`src/rtl/sram_arbiter_pkg.sv`:
```
// Shared types and encodings for the two-port SRAM controller arbiter.
package sram_arbiter_pkg;

    typedef enum logic [1:0] {
        IDLE = 2'd0,
        BUSY = 2'd1,
        ACK  = 2'd2
    } state_t;

    localparam logic OP_RD = 1'b0;
    localparam logic OP_WR = 1'b1;

endpackage

```
`src/rtl/sram_arbiter_rr_arbiter2.sv`:
```
// Combinational two-input picker: one-hot grant from req, last grant and priority mode.
module rr_arbiter2 #(
    parameter int FIXED_PRIO = 0
) (
    input  logic [1:0] req,
    input  logic       last_grant,
    output logic [1:0] gnt
);

    always_comb begin
        gnt = req;
        if (req == 2'b11) begin
            // On a tie the port that did not win last time goes next, unless port 0 is fixed-priority.
            if ((FIXED_PRIO != 0) || last_grant) begin
                gnt = 2'b01;
            end else begin
                gnt = 2'b10;
            end
        end
    end

endmodule

```
`src/rtl/sram_arbiter.sv`:
```
// Arbitrates the data-cache (port 0) and instruction-fetch (port 1) requesters onto one SRAM controller.
module sram_arbiter
    import sram_arbiter_pkg::*;
#(
    parameter int ADDR_W     = 32,
    parameter int WDATA_W    = 32,
    parameter int RDATA_W    = 64,
    parameter int FIXED_PRIO = 0
) (
    input  logic               clk,
    input  logic               rst,
    input  logic               rd_en_0,
    input  logic               wr_en_0,
    input  logic [ADDR_W-1:0]  addr_0,
    input  logic [WDATA_W-1:0] wdata_0,
    output logic               ready_0,
    output logic [RDATA_W-1:0] rdata_0,
    input  logic               rd_en_1,
    input  logic               wr_en_1,
    input  logic [ADDR_W-1:0]  addr_1,
    input  logic [WDATA_W-1:0] wdata_1,
    output logic               ready_1,
    output logic [RDATA_W-1:0] rdata_1,
    output logic               sram_rd_en,
    output logic               sram_wr_en,
    output logic [ADDR_W-1:0]  sram_addr,
    output logic [WDATA_W-1:0] sram_wdata,
    input  logic               sram_ready,
    input  logic [RDATA_W-1:0] sram_rdata,
    output logic               busy
);

    state_t              state_reg, state_next;
    logic                gnt_reg, gnt_next;
    logic                op_reg, op_next;
    logic [ADDR_W-1:0]   addr_reg, addr_next;
    logic [WDATA_W-1:0]  wdata_reg, wdata_next;
    logic [RDATA_W-1:0]  rdata_reg, rdata_next;
    logic                last_grant_reg, last_grant_next;
    logic [1:0]          req;
    logic [1:0]          pick;

    assign req = {rd_en_1 | wr_en_1, rd_en_0 | wr_en_0};

    rr_arbiter2 #(
        .FIXED_PRIO(FIXED_PRIO)
    ) u_pick (
        .req       (req),
        .last_grant(last_grant_reg),
        .gnt       (pick)
    );

    always_comb begin
        state_next      = state_reg;
        gnt_next        = gnt_reg;
        op_next         = op_reg;
        addr_next       = addr_reg;
        wdata_next      = wdata_reg;
        rdata_next      = rdata_reg;
        last_grant_next = last_grant_reg;
        case (state_reg)
            IDLE: begin
                if (|pick) begin
                    // A write enable dominates, so rd+wr on one port becomes a write.
                    gnt_next        = pick[1];
                    op_next         = pick[1] ? (wr_en_1 ? OP_WR : OP_RD) : (wr_en_0 ? OP_WR : OP_RD);
                    addr_next       = pick[1] ? addr_1 : addr_0;
                    wdata_next      = pick[1] ? wdata_1 : wdata_0;
                    last_grant_next = pick[1];
                    state_next      = BUSY;
                end
            end
            BUSY: begin
                if (sram_ready) begin
                    if (op_reg == OP_RD) begin
                        rdata_next = sram_rdata;
                    end
                    state_next = ACK;
                end
            end
            ACK: begin
                state_next = IDLE;
            end
            default: begin
                state_next = IDLE;
            end
        endcase
    end

    always_ff @(posedge clk or negedge rst) begin
        if (!rst) begin
            state_reg      <= IDLE;
            gnt_reg        <= 1'b0;
            op_reg         <= OP_RD;
            addr_reg       <= '0;
            wdata_reg      <= '0;
            rdata_reg      <= '0;
            last_grant_reg <= 1'b1;
        end else begin
            state_reg      <= state_next;
            gnt_reg        <= gnt_next;
            op_reg         <= op_next;
            addr_reg       <= addr_next;
            wdata_reg      <= wdata_next;
            rdata_reg      <= rdata_next;
            last_grant_reg <= last_grant_next;
        end
    end

    // Every output decodes registered state only.
    assign sram_rd_en = (state_reg == BUSY) && (op_reg == OP_RD);
    assign sram_wr_en = (state_reg == BUSY) && (op_reg == OP_WR);
    assign sram_addr  = addr_reg;
    assign sram_wdata = wdata_reg;
    assign ready_0    = (state_reg == ACK) && !gnt_reg;
    assign ready_1    = (state_reg == ACK) && gnt_reg;
    assign rdata_0    = rdata_reg;
    assign rdata_1    = rdata_reg;
    assign busy       = (state_reg != IDLE);

endmodule

```
`config.mk`:
```
export PLATFORM = sky130hd
export DESIGN_NAME = sram_arbiter
export DESIGN_NICKNAME = d
export VERILOG_FILES = /design/src/rtl/sram_arbiter_pkg.sv /design/src/rtl/sram_arbiter_rr_arbiter2.sv /design/src/rtl/sram_arbiter.sv
export SDC_FILE = /design/constraint.sdc
export NUM_CORES = 1
export LEC_CHECK = 0
export ABC_AREA = 1
export CAP_MARGIN = 5
export CORE_UTILIZATION = 30
export CTS_BUF_LIST = sky130_fd_sc_hd__clkbuf_4
export DETAILED_ROUTE_END_ITERATION = 10
export GPL_ROUTABILITY_DRIVEN = 0
export PLACE_DENSITY_LB_ADDON = 0.3
export REMOVE_ABC_BUFFERS = 1
export SLEW_MARGIN = 20
export SYNTH_ARGS = -nofsm -noshare
export SYNTH_HDL_FRONTEND = slang
export SYNTH_SLANG_ARGS = --single-unit
```
`constraint.sdc`:
```
create_clock -name clk -period 4.45 [get_ports clk]
set_clock_uncertainty 0.2 [all_clocks]
set_input_delay 0.89 -clock clk [delete_from_list [all_inputs] [get_ports clk]]
set_output_delay 0.89 -clock clk [all_outputs]
set_load 0.1 [all_outputs]
```
==> results.yml <==
sta:
  rsz0062_at_grt: "false"
  final_max_slew_viol_count: 0
  timing_hold_violations_final: 0
  period_needed_ns: 3.475
  final-setup-viol-count: 0
  worst_slew_pin_slew_ns: 1.074
  slew_headroom_pct: 28.19
  fin_crit_sh_pct: 78.09
  fmax_mhz: 287.8
  setup_tns_ns: 0
cts:
  cts_htree_levels: 4
  clkSinkCount: 133
  clkSlewWorstSetupHoldPaths_ns: 0.14
  cts_tree: "done"
  ctsHoldBuffers: 0
  cts_resized: 0
  postCtsSetupBuffers: 0
  root_buffer: "clkbuf_4"
  cts_made_buffers: 17
  cts.path.max_buffers: 2
  clock_latency_ns: 0.51
logic_synthesis:
  yosysUniqueCellTypes: 17
  syn_area_per_cell_um2: 7.893
  synth_area_um2: 6788
  ys_ff_latch: 133
  synth_warnings: 0
  syn_inst: 860
  ys_seq_area_share_pct: 49.05
cells_and_area:
  final_cell_mix: "clkdlybuf4s50_1, nand2_1, dfrtp_1"
  layout_commonest_cell: "clkdlybuf4s50_1"
  final_area_um2: 10780
  largest_register_ff_count: 64
  finalNetCount: 1363
  areaGrowthSynthToFinish_pct: 58.88
  final_cells: 1458
  layout-drive-gt1-share_pct: 4.588
die:
  ios: 396
  core_um2: 22030
  die_area_um2: 23230
  initial_core_util_pct: 30.82
  die_h_um: 152.4
  rows: 54
  die_w_um: 152.4
routing:
  wire_per_inst_um: 15.82
  ant_nets: 0
  via_per_inst: 4.492
  num_vias: 6549
  dr.pass1.iters: 8
  initialDrtViolationCount: 305
  drc_errors: 14
  wl_um: 23060
setup_path:
  startpoint_type: "register"
  critPathKind: "register to primary output"
  worstPathArrival_ns: 2.39
  required_ns: 3.36
  endpoint_kind: "primary output"
  cp_max_fo: 4
global_routing:
  grt_overflow: 0
  grt_pass1_wl_um: 36380
  grt_usage_pct: 19.86
  antenna_found_initial: 1
  grt_max_degree: 68
  grt_pass1_vias: 6497
run_status:
  status: "complete, but fails checks"
  violations: "design-rule violations"
min_path:
  worstHoldPathType: "primary input to async pin"
run:
  timing.max_cap.violations: 0
place:
  postPlaceCellArea_um2: 10450
  dp_hpwl_um: 16280
  port_buffers: 395
  placed_cells: 1425
==> worst paths after layout <==
| kind | from | to | slack (ns) | cells past startpoint |
|---|---|---|---|---|
| max | state_reg[0]$_DFFE_PN0P_ | sram_rd_en | 0.97 | 5 |
| min | rst | sram_addr[18]$_DFFE_PN0P_ | 0.15 | 1 |
| max reg2reg | op_reg$_DFFE_PN0P_ | rdata_0[26]$_DFFE_PN0P_ | 1.81 | 6 |
| min reg2reg | sram_wdata[26]$_DFFE_PN0P_ | sram_wdata[26]$_DFFE_PN0P_ | 0.29 | 2 |
| max in group asynchronous | rst | last_grant_reg$_DFFE_PN1P_ | 3.06 | 2 |
| min in group clk | sram_wdata[26]$_DFFE_PN0P_ | sram_wdata[26]$_DFFE_PN0P_ | 0.29 | 2 |
==> per-layer routing <==
metal | track usage [%] | wire (um) | up-vias
met3 | 3.925 | 1215 | 25
met4 | 6.109 | 418 | 0
li1 | - | - | 3224
met5 | 0 | 0 | -
met2 | 34.78 | 11750 | 213
met1 | 24.60 | 9677 | 3087
==> kinds of logic after synthesis <==
kind of cell / count (synthesis) / share of synthesized area, %
AO/OA/AOI/OAI: 4 / 0.3502
flip-flops: 133 / 49.05
buffers and inverters: 191 / 15.15
AND/OR/NAND/NOR: 532 / 35.45
==> cells in the mapped netlist <==
cell type  count  share of area (%)
nand2_2        1              0.092
inv_1         67                3.7
nand3_1      129                9.5
buf_4         75                8.3
buf_2         24                1.8
nand3b_1      64                7.1
o21ai_1        3               0.22
clkbuf_1      17               0.94
buf_1          3               0.17
inv_2          5               0.28
dfrtp_1      132                 49
nor2_2         1              0.092
nand2_1      330                 18
dfstp_2        1               0.39
nor2_1         5               0.28
nor3_1         2               0.15
a21oi_2        1               0.13
==> through the flow <==
step | setup slack, ns | utilization (%) | hold slack, ns
2_1_floorplan | -1.094 | - | 0.2473
6_report | 0.9750 | 48.96 | 0.1466
3_5_place_dp | 1.349 | 47.43 | 0.2642
5_1_grt | 0.8140 | 48.96 | 0.1258
3_3_place_gp | 1.063 | 47.40 | 0.2624
4_1_cts | 0.8842 | 48.95 | 0.1075
==> final cells by class <==
type	count	area, um^2
antenna	1	2.502
clock inverter	14	200.2
fill	2177	11240
timing repair buffer	404	4035
inverter	72	270.3
tap	280	350.3
sequential	133	3329
multi-input combinational	536	2461
clock buffer	18	135.1
==> critical path, cell delays in order, from the launching register on <==
cell,delay [ns]
dfrtp_1,0.41
inv_2,0.05
nor2_1,0.11
inv_2,0.08
nor2_1,0.09
clkdlybuf4s50_1,1.14
Power is left out: the tool's default activity adds up to more than one toggle a clock period on the data nets, which glitch-free logic cannot reach.
